--- config.mk ---
export PLATFORM = sky130hd
export DESIGN_NAME = gcd_modulo_master
export DESIGN_NICKNAME = d
export VERILOG_FILES = /design/src/rtl/gcd_modulo_master.sv
export SDC_FILE = /design/constraint.sdc
export NUM_CORES = 1
export LEC_CHECK = 0
export BUFFER_PORTS_ARGS = -buffer_cell sky130_fd_sc_hd__buf_4
export CORE_MARGIN = 4
export CORE_UTILIZATION = 30
export DETAILED_ROUTE_END_ITERATION = 8
export SYNTH_ARGS = -nofsm -noshare
export SYNTH_HDL_FRONTEND = slang
export SYNTH_SLANG_ARGS = --single-unit
--- constraint.sdc ---
create_clock -name clk -period 5 [get_ports clk]
set_clock_uncertainty 0.2 [all_clocks]
set_input_delay 0.75 -clock clk [delete_from_list [all_inputs] [get_ports clk]]
set_output_delay 0.75 -clock clk [all_outputs]
set_load 0.005 [all_outputs]
--- src/rtl/gcd_modulo_master.sv ---
// Euclid GCD sequencer that drives the modulo core through its start/valid handshake.
// Optional macro GCD_MODULO_TIMEOUT_EN adds a per-request watchdog of TIMEOUT_CYCLES.
module gcd_modulo_master #(
  parameter int W              = 16,
  parameter int TIMEOUT_CYCLES = 1024
) (
  input  logic         clk,
  input  logic         rst_i,
  input  logic         start_i,
  input  logic [W-1:0] a_i,
  input  logic [W-1:0] b_i,
  output logic         busy_o,
  output logic         done_o,
  output logic         err_o,
  output logic [W-1:0] gcd_o,
  output logic [5:0]   iter_o,
  output logic         mod_start_o,
  output logic [W-1:0] mod_zahl1_o,
  output logic [W-1:0] mod_zahl2_o,
  input  logic         mod_valid_i,
  input  logic [W-1:0] mod_ergebnis_i
);

  typedef enum logic [1:0] {S_IDLE, S_ISSUE, S_WAIT, S_DONE} state_t;

  state_t         state, next_state;
  logic [W-1:0]   x, y, gcd_q, zahl1_q, zahl2_q;
  logic [5:0]     iter_q;
  logic           valid_q, err_q;
  logic           accept, bad_rem, timeout_hit;

  // Only a fresh rising edge of valid counts, so a level left over from an earlier request is ignored.
  assign accept  = (state == S_WAIT) && mod_valid_i && !valid_q;
  assign bad_rem = (mod_ergebnis_i >= y);

`ifdef GCD_MODULO_TIMEOUT_EN
  localparam int CNT_W = $clog2(TIMEOUT_CYCLES + 1);
  logic [CNT_W-1:0] wait_cnt;

  always_ff @(posedge clk) begin
    if (rst_i || state != S_WAIT) begin
      wait_cnt <= '0;
    end else if (!accept) begin
      wait_cnt <= wait_cnt + 1'b1;
    end
  end

  assign timeout_hit = (state == S_WAIT) && !accept &&
                       (wait_cnt == CNT_W'(TIMEOUT_CYCLES - 1));
`else
  localparam int timeout_unused = TIMEOUT_CYCLES;
  assign timeout_hit = 1'b0;
`endif

  always_ff @(posedge clk) begin
    if (rst_i) begin
      state <= S_IDLE;
    end else begin
      state <= next_state;
    end
  end

  always_comb begin
    next_state = state;
    case (state)
      S_IDLE: begin
        if (start_i) begin
          next_state = (b_i == '0) ? S_DONE : S_ISSUE;
        end
      end
      S_ISSUE: next_state = S_WAIT;
      S_WAIT: begin
        if (accept) begin
          next_state = (bad_rem || mod_ergebnis_i == '0) ? S_DONE : S_ISSUE;
        end else if (timeout_hit) begin
          next_state = S_DONE;
        end
      end
      S_DONE:  next_state = S_IDLE;
      default: next_state = S_IDLE;
    endcase
  end

  always_ff @(posedge clk) begin
    if (rst_i) begin
      x       <= '0;
      y       <= '0;
      gcd_q   <= '0;
      zahl1_q <= '0;
      zahl2_q <= '0;
      iter_q  <= '0;
      valid_q <= 1'b0;
      err_q   <= 1'b0;
    end else begin
      valid_q <= mod_valid_i;
      case (state)
        S_IDLE: begin
          if (start_i) begin
            x      <= a_i;
            y      <= b_i;
            iter_q <= '0;
            err_q  <= 1'b0;
            if (b_i == '0) begin
              gcd_q <= a_i;
            end
          end
        end
        S_ISSUE: begin
          zahl1_q <= x;
          zahl2_q <= y;
        end
        S_WAIT: begin
          if (accept) begin
            if (bad_rem) begin
              err_q <= 1'b1;
              gcd_q <= '0;
            end else begin
              x      <= y;
              y      <= mod_ergebnis_i;
              iter_q <= (iter_q == 6'd63) ? iter_q : iter_q + 6'd1;
              if (mod_ergebnis_i == '0) begin
                gcd_q <= y;
              end
            end
          end else if (timeout_hit) begin
            err_q <= 1'b1;
            gcd_q <= '0;
          end
        end
        default: begin
        end
      endcase
    end
  end

  // Operands are shown live during ISSUE and then held from the captured copy.
  always_comb begin
    busy_o      = (state != S_IDLE);
    done_o      = (state == S_DONE);
    err_o       = (state == S_DONE) && err_q;
    mod_start_o = (state == S_ISSUE);
    mod_zahl1_o = (state == S_ISSUE) ? x : zahl1_q;
    mod_zahl2_o = (state == S_ISSUE) ? y : zahl2_q;
    gcd_o       = gcd_q;
    iter_o      = iter_q;
  end

endmodule

==> results of run 1 <==
## worst max-delay path by stage
stage	end	cells after the start	slack [ns]
after floorplan	x[10]	8	2.02
after global placement	iter_o[1]	10	1.40
after detailed placement	iter_o[1]	9	1.34
after CTS	iter_o[1]	9	1.67
after global routing	gcd_o[14]	8	1.44
final	iter_o[1]	9	1.66
## metrics by stage
stage / worst slack, ns / area, sq um / hold WS, ns
after detailed placement: 1.34 / 5440 / 0.249
after CTS: 1.67 / 5760 / 0.263
after floorplan: 2.02 / 4500 / 0.233
final: 1.66 / 5760 / 0.266
after global routing: 1.44 / 5760 / 0.301
after global placement: 1.40 / 5440 / 0.238
## critical path, cell delays in order
cell	delay (ns)
buf_4	0.12
ha_1	0.30
a211oi_2	0.22
nor2_1	0.07
or4_4	0.55
o31ai_4	0.51
buf_4	0.43
a21boi_0	0.16
o21ba_2	0.25
## synth_stat cells, types with 4 or more instances
cell type  number
a211oi_1       32
a21boi_0       18
a21oi_1        69
a31oi_1         4
and3_1          4
buf_2           5
clkbuf_1       27
dfxtp_1        90
ha_1           17
inv_1          19
mux2_2         17
mux2i_1        15
nand2_1        38
nand2b_1        4
nand4_1         4
nor2_1         13
nor2b_1        33
nor3_1         12
nor3_2          8
nor4_1          8
o21ai_0        17
o22a_1         16
## logic make-up (layout without fill, tap and decap cells)
group	after synthesis	after routing	synth area share
adders and majority gates	17	17	0.0472
and+or+nand+nor	136	136	0.166
AOI/OAI and AO/OA	174	174	0.255
buffers and inverters	58	150	0.0556
DFF	90	90	0.400
muxes	32	32	0.0758
## power groups by stage
stage	clock (mW)	combinational [mW]	sequential (mW)
floorplan	0	0.288	0.820
global placement	0	0.435	0.841
detailed placement	0	0.442	0.843
CTS	0.748	0.444	0.827
global route	0.775	0.489	0.834
finish	0.734	0.443	0.828
## registers in the layout (all words and copies together), names as in the netlist
name / count
gcd_o: 16
x: 16
y: 16
zahl1_q: 16
zahl2_q: 16
iter_o: 6
state: 2
err_q: 1
valid_q: 1
## per-layer routing
| layer | vias up | share of wire |
|---|---|---|
| li1 | 2025 | - |
| met1 | 1956 | 0.46 |
| met2 | 109 | 0.48 |
| met3 | 18 | 0.047 |
| met4 | 0 | 0.019 |
| met5 | - | 0 |
## cell type report
type | count | share of cell area
multi-input combinational | 359 | 0.430
inverter | 19 | 0.0124
sequential | 90 | 0.313
timing repair buffer | 115 | 0.150
clock inverter | 4 | 0.0128
clock buffer | 12 | 0.0428
tap | 184 | 0.0399
==> impl_metrics.json, run 1 <==
{
  "grtUsageMet1": 0.217,
  "holdPathEnd": "err_q",
  "finalSetupTns_ns": 0,
  "hold_start": "err_q",
  "root_buffer": "clkbuf_16",
  "setup_violations": 0,
  "cts_buffers": 9,
  "routed_wl_mm": 14.1,
  "place_hpwl_mm": 10.4,
  "power.clock.fraction": 0.366,
  "synth_seq_cells": 90,
  "worstPathArrival_ns": 3.37,
  "gr-usage-met3": 0.0264,
  "timing.rr.start": "y[13]",
  "period_share": 0.668,
  "reg2reg_to": "iter_o[1]",
  "clock_tree.buffer_depth": 2,
  "yosys.area.top_type_share": 0.400,
  "slew_viol_final": 0,
  "fin_util": 0.394,
  "relSlewSlack": 0.262,
  "grt-ovfl-total": 0,
  "required_ns": 5.04,
  "synth_fp_nets": 576,
  "synthCells": 507,
  "antenna_found_initial": 0,
  "ir_worst_vdd_mv": 0.169,
  "grt_pass1_vias": 4031,
  "synth.yosys.seq_area_share": 0.400,
  "die_w_um": 131,
  "vias": 4108,
  "nFillCells": 1499,
  "synth-edff-count": 0,
  "rr_worst_depth": 9,
  "synth-main-ff-cell": "dfxtp_1",
  "criticalPathCategory": "in2reg",
  "clk_pin_slew_worst_paths_ns": 0.06,
  "synthArstFlopShare": 0,
  "cts_tree": "done",
  "post-route-min-period_ns": 3.34,
  "num_rows": 44,
  "ys_types": 46,
  "drtPass1Iterations": 4,
  "crit_path_end_kind": "flop",
  "worstSkewPairLatency_ns": 0.34,
  "io_pins": 110,
  "dieArea_sq_um": 17000,
  "reg2reg_slack_ns": 1.69,
  "final_cell_mix": "115 x buf_4, 90 x dfxtp_1, 69 x a21oi_1",
  "final_common_cell": "buf_4",
  "portBuffers": 109,
  "ctsHoldBuffers": 0,
  "timing.fmax_ghz": 0.300,
  "htreeDepth": 3,
  "grt_setup_unrepaired": "no",
  "multi_input_area_sq_um": 2480,
  "crit_path_start": "mod_ergebnis_i[13]",
  "die_height_um": 131,
  "synthTopCellsByArea": "dfxtp_1 40%, a21oi_1 7.7%, a211oi_1 5.3%",
  "finalPower_mw": 2.01,
  "powerDensity_nw_per_um2": 348,
  "power.switching_uw": 584,
  "final-seq-area_sq_um": 1800,
  "gp_congestion": 0.858,
  "top_usage_layer": "met2",
  "area_growth_pct": 28.0,
  "post_cts_buffers": 0,
  "drt_iter0_markers": 209,
  "antenna_cells": 0,
  "power_frac_comb": 0.221,
  "netlist_area_sq_um": 4500,
  "wl_per_cell_um": 18.0,
  "worst_slew_pin_slew_ns": 1.11,
  "min_path_cells": 1,
  "hold_viol_final": 0,
  "yosysWarnings": 0,
  "drcViolationCount": 0,
  "synth.avg_cell_area_sq_um": 8.88,
  "start_util": 0.308,
  "hold_class": "reg2reg",
  "fin_cells": 783,
  "cp_max_fo": 28,
  "cts_resized": 0,
  "placed_cells": 767,
  "grt.total_usage": 0.163,
  "globalRouteMet2Util": 0.267,
  "drv_cap": 0,
  "p_seq_frac": 0.413,
  "swShare": 0.291,
  "yosys.area.top_type": "dfxtp_1",
  "cp-start-kind": "primary input",
  "status": "completed",
  "p_int_mw": 1.42,
  "ant_nets": 0,
  "leakage_nw": 2.57,
  "core_sq_um": 14600,
  "cts_sinks": 90,
  "grt_pass1_wl_mm": 21.6,
  "grt_max_degree": 105,
  "layout-drive-gt1-share": 0.280,
  "fin_nets": 663,
  "vias_per_cell": 5.25
}
(Power assumes the default switching activity.)
==> run 2, diff against run 1 <==
==> constraint.sdc (replaced) <==
create_clock -name clk -period 2.9 [get_ports clk]
set_clock_uncertainty 0.2 [all_clocks]
set_input_delay 0.435 -clock clk [delete_from_list [all_inputs] [get_ports clk]]
set_output_delay 0.435 -clock clk [all_outputs]
set_load 0.005 [all_outputs]
==> impl_metrics.json, run 2 (synthesized netlist as in run 1, its figures left out) <==
{
  "crit_slowest_cell": "or4_4",
  "htreeDepth": 3,
  "grt_pass1_vias": 4069,
  "worst_slew_pin_slew_ns": 0.583,
  "gp_congestion": 0.837,
  "final_common_cell": "buf_4",
  "power_frac_comb": 0.247,
  "ir_worst_vdd_mv": 0.298,
  "place_hpwl_mm": 11.1,
  "criticalPathCategory": "reg2reg",
  "drt_iter0_markers": 258,
  "powerDensity_nw_per_um2": 585,
  "swShare": 0.297,
  "timing.fmax_ghz": 0.357,
  "cts_tree": "done",
  "grt_pass1_wl_mm": 22.2,
  "vias": 4193,
  "p_seq_frac": 0.398,
  "hold_class": "in2reg",
  "root_buffer": "clkbuf_16",
  "final_cell_mix": "141 x buf_4, 90 x dfxtp_1, 69 x a21oi_1",
  "critPathTopFamily": "simple AND/OR/NAND/NOR gates",
  "io_pins": 110,
  "setup_violations": 0,
  "routed_wl_mm": 14.5,
  "cpPeakStageDelay_ns": 0.53,
  "cts_sinks": 90,
  "grt_setup_unrepaired": "yes",
  "crit_path_end_kind": "flop",
  "fin_nets": 694,
  "status": "completed",
  "p_int_mw": 2.50,
  "pre_cts_ws_ns": -0.201,
  "worstPathArrival_ns": 2.81,
  "placed_area_sq_um": 5670,
  "dieArea_sq_um": 17000,
  "drcViolationCount": 0,
  "period_share": 0.966,
  "core_sq_um": 14600,
  "finalPower_mw": 3.55,
  "post-route-min-period_ns": 2.80,
  "power.clock.fraction": 0.356,
  "worstSkewPairLatency_ns": 0.35,
  "die_w_um": 131,
  "layout-drive-gt1-share": 0.324,
  "start_util": 0.308,
  "area_growth_pct": 34.9,
  "crit_chain": "inv_1 -> ha_1 -> a211oi_2 -> nor2_1 -> or4_4 -> or3_4 -> a21oi_4 -> buf_12 -> a211oi_1",
  "grt.total_usage": 0.169,
  "grt-ovfl-total": 0,
  "grt_max_degree": 52,
  "cts_buffers": 9,
  "clk_pin_slew_worst_paths_ns": 0.07,
  "portBuffers": 109,
  "finalSetupTns_ns": 0,
  "hold_viol_final": 0,
  "clock_tree.buffer_depth": 2,
  "worst_slack_ns": 0.0987,
  "fin_util": 0.415,
  "ctsHoldBuffers": 0,
  "power.switching_mw": 1.06,
  "slew_viol_final": 0,
  "die_height_um": 131,
  "leakage_nw": 2.74,
  "wl_per_cell_um": 17.8,
  "drv_cap": 0,
  "final_cell_area_sq_um": 6070,
  "ant_nets": 0,
  "vias_per_cell": 5.15,
  "antenna_cells": 0,
  "required_ns": 2.91,
  "relSlewSlack": 0.608,
  "cp-start-kind": "flop",
  "drtPass1Iterations": 4,
  "num_rows": 44,
  "cp_num_buf_inv": 2,
  "cp_max_fo": 16,
  "antenna_found_initial": 0
}
run 2: metrics by stage:
| step | hold WS, ns | cells |
|---|---|---|
| after detailed placement | 0.253 | 796 |
| after global routing | 0.111 | 814 |
| final | 0.105 | 814 |
| after CTS | 0.0971 | 812 |
| after global placement | 0.248 | 796 |
| after floorplan | 0.233 | 507 |
run 2: worst register-to-register path: cells and delay by family, from the launching register on:
kind	cells	cell delay (ns)
AO/OA/AOI/OAI	3	0.55
adder cells (fa/ha/maj)	1	0.32
buffers and inverters	2	0.25
flip-flops	1	0.33
AND/OR/NAND/NOR	3	1.00
run 2: routing by layer:
metal,vias to the layer above,share of wire,GRT usage
met1,1961,0.45,0.239
met3,15,0.068,0.0362
met5,-,0,0
met4,0,0.019,0.0593
met2,131,0.46,0.256
li1,2086,-,-
run 2: final timing paths:
kind	start	end	slack, ns	cells after the start
worst max-delay path	y[13]	x[13]	0.1	9
worst min-delay path	mod_valid_i	valid_q	0.11	2
worst max register to register	y[13]	x[13]	0.1	9
worst min register to register	err_q	err_q	0.27	1
run 2: cell type report:
cell class	count	area, sq um
multi-input combinational	359	2510
clock buffer	10	229
fill	1486	8570
timing repair buffer	146	1150
sequential	90	1800
inverter	19	71.3
clock inverter	6	90.1
tap	184	230
run 2: what timing repair did:
| item | 4_1_cts | 5_1_grt |
|---|---|---|
| pin swaps | 0 | 1 |
| setup endpoints to repair | 16 | 45 |
| setup buffers | 0 | 1 |
| resized for setup | 1 | 7 |
| cloned | 0 | 1 |
run 2: power by group through the flow:
stage / Sequential [mW] / Combinational, mW / Clock [mW]
finish: 1.41 / 0.877 / 1.26
global route: 1.42 / 0.970 / 1.33
CTS: 1.41 / 0.854 / 1.29
detailed placement: 1.44 / 0.848 / 0
global placement: 1.44 / 0.837 / 0
floorplan: 1.41 / 0.496 / 0
==> run 3, diff against run 2 <==
--- a/config.mk
+++ b/config.mk
@@ -5,6 +5,7 @@
 export SDC_FILE = /design/constraint.sdc
 export NUM_CORES = 1
 export LEC_CHECK = 0
+export ABC_AREA = 1
 export BUFFER_PORTS_ARGS = -buffer_cell sky130_fd_sc_hd__buf_4
 export CORE_MARGIN = 4
 export CORE_UTILIZATION = 30
==> constraint.sdc (replaced) <==
create_clock -name clk -period 2.7 [get_ports clk]
set_clock_uncertainty 0.2 [all_clocks]
set_input_delay 0.405 -clock clk [delete_from_list [all_inputs] [get_ports clk]]
set_output_delay 0.405 -clock clk [all_outputs]
set_load 0.005 [all_outputs]
==> impl_metrics.json, run 3 <==
{
  "status": "completed",
  "cts_tree": "done",
  "grt-ovfl-total": 0,
  "final_common_cell": "nand2_1",
  "layout-drive-gt1-share": 0.222,
  "cp-start-kind": "flop",
  "yosys-top-cells-count": "172 x nand2_1, 90 x dfxtp_1, 90 x nor2_1",
  "synth_fp_nets": 766,
  "finalSetupTns_ns": 0,
  "yosysMostFrequentCell": "nand2_1",
  "synth-edff-count": 0,
  "dieArea_sq_um": 17300,
  "p_seq_frac": 0.368,
  "synthArstFlopShare": 0,
  "crit_path_end_kind": "output port",
  "gp_congestion": 0.864,
  "antenna_cells": 0,
  "pre_cts_ws_ns": 0.328,
  "yosysWarnings": 0,
  "leakage_nw": 2.99,
  "nFillCells": 1632,
  "period_share": 0.909,
  "netlist_area_sq_um": 4590,
  "clock_tree.buffer_depth": 2,
  "drt_iter0_markers": 243,
  "ant_nets": 0,
  "portBuffers": 109,
  "powerDensity_nw_per_um2": 770,
  "cts_sinks": 90,
  "slew_viol_final": 0,
  "power_frac_comb": 0.358,
  "relSlewSlack": 0.673,
  "vias": 4523,
  "ys_types": 26,
  "wl_per_cell_um": 14.1,
  "finalPower_mw": 4.52,
  "swShare": 0.341,
  "die_height_um": 132,
  "routed_wl_mm": 13.9,
  "placed_cells": 965,
  "clk_pin_slew_worst_paths_ns": 0.06,
  "final_cell_mix": "172 x nand2_1, 119 x buf_4, 90 x nor2_1, 90 x dfxtp_1, 80 x inv_1",
  "final-seq-area_sq_um": 1800,
  "worstSkewPairLatency_ns": 0.35,
  "synth.yosys.seq_area_share": 0.393,
  "drcViolationCount": 0,
  "io_pins": 110,
  "yosys.area.top_type": "dfxtp_1",
  "vias_per_cell": 4.61,
  "timing.fmax_ghz": 0.408,
  "drtPass1Iterations": 4,
  "power.switching_mw": 1.54,
  "synth-main-ff-cell": "dfxtp_1",
  "place_hpwl_mm": 10.6,
  "hold_viol_final": 0,
  "grt.total_usage": 0.159,
  "synthCells": 697,
  "core_sq_um": 14800,
  "p_int_mw": 2.97,
  "area_growth_pct": 27.8,
  "htreeDepth": 3,
  "ctsHoldBuffers": 0,
  "worst_slack_ns": 0.247,
  "setup_violations": 0,
  "worst_slew_pin_slew_ns": 0.486,
  "fin_nets": 861,
  "fin_cells": 981,
  "hold_class": "in2reg",
  "yosys.area.top_type_share": 0.393,
  "synth.avg_cell_area_sq_um": 6.58,
  "power.clock.fraction": 0.273,
  "multi_input_area_sq_um": 2310,
  "drv_cap": 0,
  "grt_pass1_wl_mm": 22.1,
  "cts_buffers": 9,
  "antenna_found_initial": 0,
  "grt_pass1_vias": 4357,
  "criticalPathCategory": "reg2out",
  "synth_seq_cells": 90,
  "grt_setup_unrepaired": "no",
  "grt_max_degree": 42,
  "root_buffer": "clkbuf_16",
  "post-route-min-period_ns": 2.45,
  "start_util": 0.311,
  "required_ns": 2.10,
  "ir_worst_vdd_mv": 0.440,
  "worstPathArrival_ns": 1.85,
  "cp_max_fo": 18,
  "num_rows": 44,
  "die_w_um": 132,
  "synthTopCellsByArea": "dfxtp_1 39%, nand2_1 14%, nor2_1 7.4%"
}
-- run 3: cells by family (layout without fill, tap and decap cells) --
kind of cell	after synthesis	after routing	synth area share
buf+inv	122	222	0.104
simple gates	347	347	0.321
flops	90	90	0.393
xor+xnor	2	2	0.00382
fa+ha+maj	17	17	0.0463
compound gates	119	119	0.132
-- run 3: per-layer routing --
| metal | vias to the layer above | part of all wire | GRT usage |
|---|---|---|---|
| li1 | 2370 | - | - |
| met5 | - | 0 | 0 |
| met2 | 104 | 0.47 | 0.272 |
| met4 | 0 | 0.012 | 0.0385 |
| met3 | 13 | 0.052 | 0.0394 |
| met1 | 2036 | 0.46 | 0.202 |
-- run 3: stage by stage --
stage | area, sq um | hold WS (ns) | util
floorplan | 4590 | 0.236 | -
global placement | 5580 | 0.247 | 0.378
detailed placement | 5580 | 0.248 | 0.378
CTS | 5860 | 0.0805 | 0.397
global route | 5860 | 0.0887 | 0.397
finish | 5860 | 0.0924 | 0.397
-- run 3: worst max-delay path, cell delays in order, from the launching register on --
cell	delay (ns)
dfxtp_1	0.44
inv_2	0.08
nor2_1	0.15
inv_2	0.14
buf_4	0.22
o21ai_0	0.25
inv_1	0.07
buf_4	0.14
-- run 3: power by group through the flow --
stage	combinational, mW	clock (mW)	sequential (mW)
finish	1.62	1.23	1.66
global route	1.84	1.32	1.69
CTS	1.65	1.27	1.67
detailed placement	1.64	0	1.69
global placement	1.62	0	1.69
floorplan	0.988	0	1.66
-- run 3: path summary, 6_finish.rpt --
check | start | to | slack [ns] | depth (start not counted)
worst max-delay path | state[0] | mod_zahl2_o[14] | 0.25 | 7
worst min-delay path | mod_valid_i | valid_q | 0.09 | 3
worst max register to register | y[9] | iter_o[0] | 0.34 | 11
worst min register to register | x[13] | x[13] | 0.26 | 2
-- run 3: timing repair --
action	in CTS	in global routing
buffers inserted	0	0
endpoints found under the setup margin	0	18
endpoints found under the hold margin	0	0
gates resized for setup	0	1
-- run 3: final cells by class --
class / instances / share of cell area
repair buffers: 120 / 0.156
multi-input cells: 485 / 0.394
clock inverters: 6 / 0.00981
inverters: 86 / 0.0550
clock buffers: 10 / 0.0390
flip-flops and latches: 90 / 0.307
well taps: 184 / 0.0393
